$ cat src/rtl/bpu_perf_ctrl_if.sv
// Command and readout handshake bundle for the branch-predictor perf-counter sequencer.
// The slave side is the sequencer. The master side is the host/debug logic that drives commands and sinks words.
interface bpu_perf_ctrl_if #(
    parameter int unsigned CNT_W    = 32,
    parameter int unsigned WINDOW_W = 32,
    parameter int unsigned IDX_W    = 3
);
    logic                cmd_valid;
    logic                cmd_ready;
    logic [1:0]          cmd_op;
    logic [WINDOW_W-1:0] window_len;
    logic                out_valid;
    logic                out_ready;
    logic [CNT_W-1:0]    out_data;
    logic [IDX_W-1:0]    out_idx;
    logic                out_last;

    modport slave (
        input  cmd_valid, cmd_op, window_len, out_ready,
        output cmd_ready, out_valid, out_data, out_idx, out_last
    );

    modport master (
        output cmd_valid, cmd_op, window_len, out_ready,
        input  cmd_ready, out_valid, out_data, out_idx, out_last
    );
endinterface

$ cat src/rtl/bpu_perf_ctrl.sv
// Run-control and readout sequencer for the branch-predictor performance counters.
// The host sends START/STOP/CLEAR/DUMP. The snapshot is streamed as words: cycle count first, then counters 0..NUM_CNT-1.
module bpu_perf_ctrl #(
    parameter int unsigned NUM_CNT  = 5,
    parameter int unsigned CNT_W    = 32,
    parameter int unsigned WINDOW_W = 32,
    parameter int unsigned IDX_W    = 3
) (
    input  logic                     clk,
    input  logic                     rst,
    bpu_perf_ctrl_if.slave           bus,
    input  logic [NUM_CNT*CNT_W-1:0] i_cnt_in,
    output logic                     o_cnt_en,
    output logic                     o_cnt_clr,
    output logic                     o_busy
);
    localparam int unsigned N_WORDS = NUM_CNT + 1;
    localparam int unsigned SNAP_W  = N_WORDS * CNT_W;

    localparam logic [1:0]          OP_START = 2'b00;
    localparam logic [1:0]          OP_STOP  = 2'b01;
    localparam logic [1:0]          OP_CLEAR = 2'b10;
    localparam logic [1:0]          OP_DUMP  = 2'b11;
    localparam logic [IDX_W-1:0]    LAST_IDX = IDX_W'(NUM_CNT);
    localparam logic [WINDOW_W-1:0] WIN_ONE  = WINDOW_W'(1);
    localparam logic [CNT_W-1:0]    CNT_MAX  = '1;

    typedef enum logic [1:0] {
        S_IDLE = 2'd0,
        S_RUN  = 2'd1,
        S_SNAP = 2'd2,
        S_DUMP = 2'd3
    } state_t;

    state_t              r_state;
    state_t              w_state_nxt;
    logic [WINDOW_W-1:0] r_win;
    logic [WINDOW_W-1:0] w_win_nxt;
    logic [CNT_W-1:0]    r_cycle;
    logic [CNT_W-1:0]    w_cycle_nxt;
    logic [SNAP_W-1:0]   r_snap;
    logic [SNAP_W-1:0]   w_snap_nxt;
    logic [IDX_W-1:0]    r_idx;
    logic [IDX_W-1:0]    w_idx_nxt;

    logic                r_cmd_ready;
    logic                r_cnt_en;
    logic                r_cnt_clr;
    logic                r_busy;
    logic                r_out_valid;
    logic                r_out_last;
    logic [CNT_W-1:0]    r_out_data;
    logic [IDX_W-1:0]    r_out_idx;

    logic                w_cmd_ready_nxt;
    logic                w_cnt_en_nxt;
    logic                w_cnt_clr_nxt;
    logic                w_busy_nxt;
    logic                w_out_valid_nxt;
    logic                w_out_last_nxt;
    logic [CNT_W-1:0]    w_out_data_nxt;
    logic [IDX_W-1:0]    w_out_idx_nxt;

    logic                w_cmd_fire;
    logic                w_start;
    logic                w_stop;
    logic                w_clear;
    logic                w_dump;
    logic                w_out_fire;
    logic                w_win_last;

    // Command decode. cmd_ready is registered, so at most one command is accepted per cycle.
    assign w_cmd_fire = bus.cmd_valid & r_cmd_ready;
    assign w_start    = w_cmd_fire & (bus.cmd_op == OP_START);
    assign w_stop     = w_cmd_fire & (bus.cmd_op == OP_STOP);
    assign w_clear    = w_cmd_fire & (bus.cmd_op == OP_CLEAR);
    assign w_dump     = w_cmd_fire & (bus.cmd_op == OP_DUMP);
    assign w_out_fire = r_out_valid & bus.out_ready;
    assign w_win_last = (r_win == WIN_ONE);

    always_ff @(posedge clk or posedge rst) begin
        if (rst) begin
            r_state <= S_IDLE;
        end else begin
            r_state <= w_state_nxt;
        end
    end

    always_comb begin
        w_state_nxt = r_state;
        unique case (r_state)
            S_IDLE: begin
                if (w_start) begin
                    w_state_nxt = S_RUN;
                end else if (w_dump) begin
                    w_state_nxt = S_SNAP;
                end
            end
            S_RUN: begin
                if (w_stop) begin
                    w_state_nxt = S_IDLE;
                end else if (w_dump || w_win_last) begin
                    w_state_nxt = S_SNAP;
                end
            end
            S_SNAP: w_state_nxt = S_DUMP;
            S_DUMP: begin
                if (w_out_fire && (r_idx == LAST_IDX)) begin
                    w_state_nxt = S_IDLE;
                end
            end
            default: w_state_nxt = S_IDLE;
        endcase
    end

    // Window, cycle count, snapshot and readout index.
    // A window count of zero means the run is unbounded and is never decremented.
    always_comb begin
        w_win_nxt     = r_win;
        w_cycle_nxt   = r_cycle;
        w_snap_nxt    = r_snap;
        w_idx_nxt     = r_idx;
        w_cnt_clr_nxt = 1'b0;
        unique case (r_state)
            S_IDLE: begin
                if (w_start) begin
                    w_win_nxt = bus.window_len;
                end
                if (w_clear) begin
                    w_cnt_clr_nxt = 1'b1;
                    w_cycle_nxt   = '0;
                end
            end
            S_RUN: begin
                if (r_cycle != CNT_MAX) begin
                    w_cycle_nxt = r_cycle + CNT_W'(1);
                end
                if (r_win != '0) begin
                    w_win_nxt = r_win - WIN_ONE;
                end
                if (w_start) begin
                    w_win_nxt = bus.window_len;
                end
                if (w_clear) begin
                    w_cnt_clr_nxt = 1'b1;
                    w_cycle_nxt   = '0;
                end
            end
            S_SNAP: begin
                w_snap_nxt = {i_cnt_in, r_cycle};
                w_idx_nxt  = '0;
            end
            S_DUMP: begin
                if (w_out_fire) begin
                    w_idx_nxt = (r_idx == LAST_IDX) ? '0 : r_idx + IDX_W'(1);
                end
            end
            default: ;
        endcase
    end

    // Next values of the registered outputs, which follow the next state.
    always_comb begin
        w_cnt_en_nxt    = (w_state_nxt == S_RUN);
        w_busy_nxt      = (w_state_nxt != S_IDLE);
        w_cmd_ready_nxt = (w_state_nxt == S_IDLE) ||
                          ((w_state_nxt == S_RUN) && (w_win_nxt != WIN_ONE));
        w_out_valid_nxt = (w_state_nxt == S_DUMP);
        w_out_data_nxt  = '0;
        w_out_idx_nxt   = '0;
        w_out_last_nxt  = 1'b0;
        if (w_out_valid_nxt) begin
            w_out_data_nxt = w_snap_nxt[w_idx_nxt*CNT_W +: CNT_W];
            w_out_idx_nxt  = w_idx_nxt;
            w_out_last_nxt = (w_idx_nxt == LAST_IDX);
        end
    end

    always_ff @(posedge clk or posedge rst) begin
        if (rst) begin
            r_win       <= '0;
            r_cycle     <= '0;
            r_snap      <= '0;
            r_idx       <= '0;
            r_cmd_ready <= 1'b1;
            r_cnt_en    <= 1'b0;
            r_cnt_clr   <= 1'b0;
            r_busy      <= 1'b0;
            r_out_valid <= 1'b0;
            r_out_data  <= '0;
            r_out_idx   <= '0;
            r_out_last  <= 1'b0;
        end else begin
            r_win       <= w_win_nxt;
            r_cycle     <= w_cycle_nxt;
            r_snap      <= w_snap_nxt;
            r_idx       <= w_idx_nxt;
            r_cmd_ready <= w_cmd_ready_nxt;
            r_cnt_en    <= w_cnt_en_nxt;
            r_cnt_clr   <= w_cnt_clr_nxt;
            r_busy      <= w_busy_nxt;
            r_out_valid <= w_out_valid_nxt;
            r_out_data  <= w_out_data_nxt;
            r_out_idx   <= w_out_idx_nxt;
            r_out_last  <= w_out_last_nxt;
        end
    end

    assign bus.cmd_ready = r_cmd_ready;
    assign bus.out_valid = r_out_valid;
    assign bus.out_data  = r_out_data;
    assign bus.out_idx   = r_out_idx;
    assign bus.out_last  = r_out_last;
    assign o_cnt_en      = r_cnt_en;
    assign o_cnt_clr     = r_cnt_clr;
    assign o_busy        = r_busy;
endmodule

$ cat src/flat_wrapper.sv
// flat-port wrapper written by rule: the top's interface ports become plain ports
module bpu_perf_ctrl_flat 
#(
    parameter int unsigned NUM_CNT  = 5,
    parameter int unsigned CNT_W    = 32,
    parameter int unsigned WINDOW_W = 32,
    parameter int unsigned IDX_W    = 3
)
  (clk, rst, i_cnt_in, o_cnt_en, o_cnt_clr, o_busy, bus_cmd_valid, bus_cmd_op, bus_window_len, bus_out_ready, bus_cmd_ready, bus_out_valid, bus_out_data, bus_out_idx, bus_out_last);
  bpu_perf_ctrl_if #(.CNT_W(CNT_W), .WINDOW_W(WINDOW_W), .IDX_W(IDX_W)) bus_i ();
  input  logic clk;
  input  logic rst;
  input  logic [NUM_CNT*CNT_W-1:0] i_cnt_in;
  output logic o_cnt_en;
  output logic o_cnt_clr;
  output logic o_busy;
  input wire logic [$bits(bus_i.cmd_valid)-1:0] bus_cmd_valid;
  input wire logic [$bits(bus_i.cmd_op)-1:0] bus_cmd_op;
  input wire logic [$bits(bus_i.window_len)-1:0] bus_window_len;
  input wire logic [$bits(bus_i.out_ready)-1:0] bus_out_ready;
  output wire logic [$bits(bus_i.cmd_ready)-1:0] bus_cmd_ready;
  output wire logic [$bits(bus_i.out_valid)-1:0] bus_out_valid;
  output wire logic [$bits(bus_i.out_data)-1:0] bus_out_data;
  output wire logic [$bits(bus_i.out_idx)-1:0] bus_out_idx;
  output wire logic [$bits(bus_i.out_last)-1:0] bus_out_last;
  assign bus_i.cmd_valid = bus_cmd_valid;
  assign bus_i.cmd_op = bus_cmd_op;
  assign bus_i.window_len = bus_window_len;
  assign bus_i.out_ready = bus_out_ready;
  assign bus_cmd_ready = bus_i.cmd_ready;
  assign bus_out_valid = bus_i.out_valid;
  assign bus_out_data = bus_i.out_data;
  assign bus_out_idx = bus_i.out_idx;
  assign bus_out_last = bus_i.out_last;
  bpu_perf_ctrl #(.NUM_CNT(NUM_CNT), .CNT_W(CNT_W), .WINDOW_W(WINDOW_W), .IDX_W(IDX_W)) u_core (.clk(clk), .rst(rst), .bus(bus_i), .i_cnt_in(i_cnt_in), .o_cnt_en(o_cnt_en), .o_cnt_clr(o_cnt_clr), .o_busy(o_busy));
endmodule
$ cat config.mk
export PLATFORM = sky130hd
export DESIGN_NAME = bpu_perf_ctrl_flat
export DESIGN_NICKNAME = d
export VERILOG_FILES = /design/src/rtl/bpu_perf_ctrl_if.sv /design/src/rtl/bpu_perf_ctrl.sv /design/src/flat_wrapper.sv
export SDC_FILE = /design/constraint.sdc
export NUM_CORES = 1
export LEC_CHECK = 0
export CAP_MARGIN = 25
export CORE_MARGIN = 4
export CORE_UTILIZATION = 55
export CTS_BUF_LIST = sky130_fd_sc_hd__clkbuf_8
export DETAILED_ROUTE_END_ITERATION = 7
export PLACE_DENSITY = 0.82
export SKIP_LAST_GASP = 1
export SYNTH_ARGS = -nofsm -noshare
export SYNTH_HDL_FRONTEND = slang
export SYNTH_SLANG_ARGS = --single-unit
$ cat constraint.sdc
create_clock -name clk -period 22.9 [get_ports clk]
set_input_delay 2.29 -clock clk [delete_from_list [all_inputs] [get_ports clk]]
set_output_delay 2.29 -clock clk [all_outputs]
set_load 0.02 [all_outputs]
==> results.py <==
metrics = {
    "drt": {
        "drt_pass1_iterations": 5,
        "vias_per_cell": 5.75,
        "vias": 12800,
        "drt-wirelength-per-cell_um": 19.6,
        "remaining_drc_errors": 0,
        "routed_wirelength_mm": 43.5,
        "ant_nets": 0,
        "drt_iter0_drc": 1211,
    },
    "logic_synthesis": {
        "synth_compound_area_share_pct": 8.96,
        "yosys.area_share.xor_xnor_pct": 1.46,
        "synth_edf_count": 0,
        "synth_flop_cell": "dfrtp_1",
        "ys_seq_elements": 302,
        "synthArstFlopShare_pct": 100,
        "synthSimpleGateAreaFrac_pct": 27.1,
        "yosys_warnings": 0,
        "seq_area_frac_synth_pct": 52.4,
        "synth.distinct_cells": 70,
        "syn-num-nets": 1835,
        "syn_avg_cell_area_sq_um": 8.83,
        "synthCells": 1634,
        "synthAdderAreaFrac_pct": 0.260,
        "synth_area_sq_mm": 0.0144,
        "synth_top_family_by_area": "simple AND/OR/NAND/NOR gates",
        "synthMuxAreaShare_pct": 6.94,
    },
    "timing": {
        "relSlewSlack_pct": 27.5,
        "layout_setup_ws_ps": 17630,
        "setup-tns-final_ps": 0,
        "worst_pin_slew_ps": 1090,
        "fin_crit_sh_pct": 23.0,
        "setup_violations": 0,
        "rsz0062_at_grt": "no",
        "period_needed_ps": 5270,
        "skew_ps": 29.0,
        "drv_slew": 0,
        "fmaxAchievable_ghz": 0.190,
        "hold_viol_final": 0,
    },
    "layout": {
        "syn_to_final_growth_pct": 26.2,
        "nets": 2049,
        "instances_no_fill": 2224,
        "drive_gt1_share_pct": 10.5,
        "n_fill_cell": 1922,
        "final_util_pct": 70.3,
        "n_antenna_cell": 0,
        "final_cell_area_sq_mm": 0.0182,
    },
    "power_and_ir_drop": {
        "combPwrFrac_pct": 44.6,
        "ir_drop_uv": 92.9,
        "internal_power_uw": 1450,
        "switching_power_uw": 988,
        "power_leakage_uw": 0.00856,
        "switching_share_pct": 40.6,
        "power.density_mw_per_mm2": 134,
        "power_frac_clock_pct": 20.1,
        "p_seq_share_pct": 35.3,
    },
    "grt": {
        "grt_pass1_wl_mm": 67.1,
        "antenna_found_initial": 3,
        "grt_max_degree": 114,
        "grt_usage_pct": 29.2,
        "overflow": 0,
        "grt_pass1_vias": 12600,
    },
    "cts": {
        "cts_max_level": 2,
        "post_cts_resized": 0,
        "cts_tree": "yes",
        "clock-root-buffer": "clkbuf_8",
        "path_clk_slew_ps": 60,
        "hold_buffers": 0,
        "cts_buffers": 50,
        "clkLatencyLatePin_ps": 580,
        "clk_path_buf_depth": 3,
        "clkSinkCount": 302,
        "cts_setup_buffers": 0,
    },
    "critical_path": {
        "worst-path-max-fanout": 74,
        "worstPathArrival_ps": 5720,
        "worstReg2RegStart": "u_core.r_win[2]",
        "rrSetupSlack_ps": 18910,
        "crit_end": "u_core.bus.out_data[22]",
        "max_stage_delay_ps": 900,
        "crit_chain": "clkdlybuf4s50_1, nand2_1, nor3_1, a21oi_1, o22ai_4, buf_4, mux2_2, nor2_1, a211oi_1, a21oi_1, nor2_1",
        "worstSetupStartpointType": "primary input",
        "r2r_cells": 9,
        "worstPathRequired_ps": 23350,
        "end_kind": "flip-flop",
        "r2r_end": "u_core.bus.cmd_ready",
        "slowest_stage": "buf_4",
        "crit_type": "primary input to flip-flop",
        "startpoint": "bus_out_ready",
    },
    "floorplanning": {
        "die_h_um": 170,
        "start_util_pct": 55.7,
        "boundaryPins": 239,
        "die-width_um": 170,
        "dieArea_sq_mm": 0.0289,
        "fp-row-count": 59,
        "coreArea_sq_mm": 0.0259,
    },
    "outcome": {
        "status": "finished clean",
    },
    "place": {
        "hpwl_mm": 29.7,
        "gp_congestion": 0.922,
        "port_buffers": 238,
        "pre_cts_ws_ps": 17180,
        "place_area_sq_mm": 0.0171,
        "dp_cells": 2127,
    },
    "job": {
        "max_cap_violations": 0,
    },
    "hold_path": {
        "hold_path.class": "flip-flop to flip-flop",
    },
}
layer usage:
metal  part of all wire, %  global-route usage [%]  up-vias
met5                 0.062                       0        -
li1                      -                       -     5912
met4                   5.2                    14.4        6
met2                    47                    47.0      520
met3                   7.1                    5.06      123
met1                    40                    38.5     6223
cell families (layout without fill, tap and decap cells):
| logic type | count (synthesis) | after routing |
|---|---|---|
| mux | 92 | 92 |
| simple gates | 915 | 915 |
| fa+ha+maj | 3 | 3 |
| buf+inv | 113 | 368 |
| flops | 302 | 302 |
| compound gates | 185 | 185 |
| xor+xnor | 24 | 24 |
how the worst min path moves through the flow:
stage,start,end,slack [ps],depth (start not counted)
after CTS,u_core.r_snap[48],u_core.r_snap[48],470,2
final,u_core.r_snap[48],u_core.r_snap[48],470,2
after global placement,u_core.r_snap[190],u_core.r_snap[190],450,2
after global routing,u_core.r_snap[129],u_core.r_snap[129],490,2
after detailed placement,u_core.r_snap[11],u_core.r_snap[11],460,2
after floorplan,u_core.r_snap[100],u_core.r_snap[100],440,2
layout make-up:
class	count	area (sq um)	area share, %
timing repair buffer	260	2610	14.3
clock inverter	27	156	0.859
multi-input combinational	1219	6500	35.7
sequential	302	7560	41.5
tap	335	419	2.30
inverter	15	63.8	0.350
clock buffer	66	908	4.99
power by group through the flow:
stage	clock network [uW]	logic (uW)	registers, uW
3_3_place_gp	0	1020	858
4_1_cts	497	1060	858
3_5_place_dp	0	1050	865
5_1_grt	521	1180	878
2_1_floorplan	0	736	854
6_report	489	1080	860
registers in the layout (all words and copies together), names as in the netlist, 2 cells and up:
signal and cells:
u_core.bus.out_data 32, u_core.bus.out_idx 3, u_core.r_cycle 32, u_core.r_idx 3, u_core.r_snap 192, u_core.r_state 2
u_core.r_win 32
critical path: cells and delay by family:
family / cells / cell delay (ps)
mux: 1 / 420
compound gates: 4 / 1090
simple gates: 4 / 420
buf+inv: 2 / 1370
per-stage QoR:
| step | hold slack (ps) | total power (uW) |
|---|---|---|
| finish | 469 | 2430 |
| global route | 489 | 2580 |
| CTS | 472 | 2420 |
| detailed placement | 455 | 1920 |
| global placement | 449 | 1880 |
| floorplan | 436 | 1590 |
cell usage in the layout (no fill, tap or decap), types with 9 or more instances in the layout:
cell / instances
dfrtp_1: 301
nor3_1: 22
clkdlybuf4s50_1: 238
a21oi_1: 55
nor4_1: 9
nand2_1: 636
nor2_1: 129
a2bb2oi_1: 12
nand3_1: 21
xor2_1: 17
buf_4: 19
inv_1: 26
o21ai_0: 21
mux2_2: 64
clkinv_2: 13
nand4_1: 22
clkbuf_8: 66
a211oi_1: 29
mux2i_1: 28
synthesized netlist by cell type, drive strengths merged, types with 6 or more instances:
cell | n | share of area [%]
nand2 | 637 | 17
dfrtp | 301 | 52
nor2 | 131 | 3.4
clkbuf | 88 | 2.3
mux2 | 64 | 5.0
a21oi | 55 | 1.9
a211oi | 29 | 1.5
mux2i | 28 | 1.9
nor3 | 23 | 0.83
nand3 | 22 | 0.85
nand4 | 22 | 0.95
o21ai | 22 | 0.76
xor2 | 17 | 1.0
inv | 15 | 0.39
a2bb2oi | 12 | 0.73
nor4 | 11 | 0.69
buf | 10 | 0.26
or3 | 9 | 0.42
or4 | 9 | 0.52
a311oi | 8 | 0.49
a31oi | 7 | 0.30
nand2b | 7 | 0.36
o22ai | 7 | 0.30
xnor2 | 7 | 0.42
nor2b | 6 | 0.26
nor4b | 6 | 0.45
o22a | 6 | 0.36
Power figures use the tool's default switching activity.
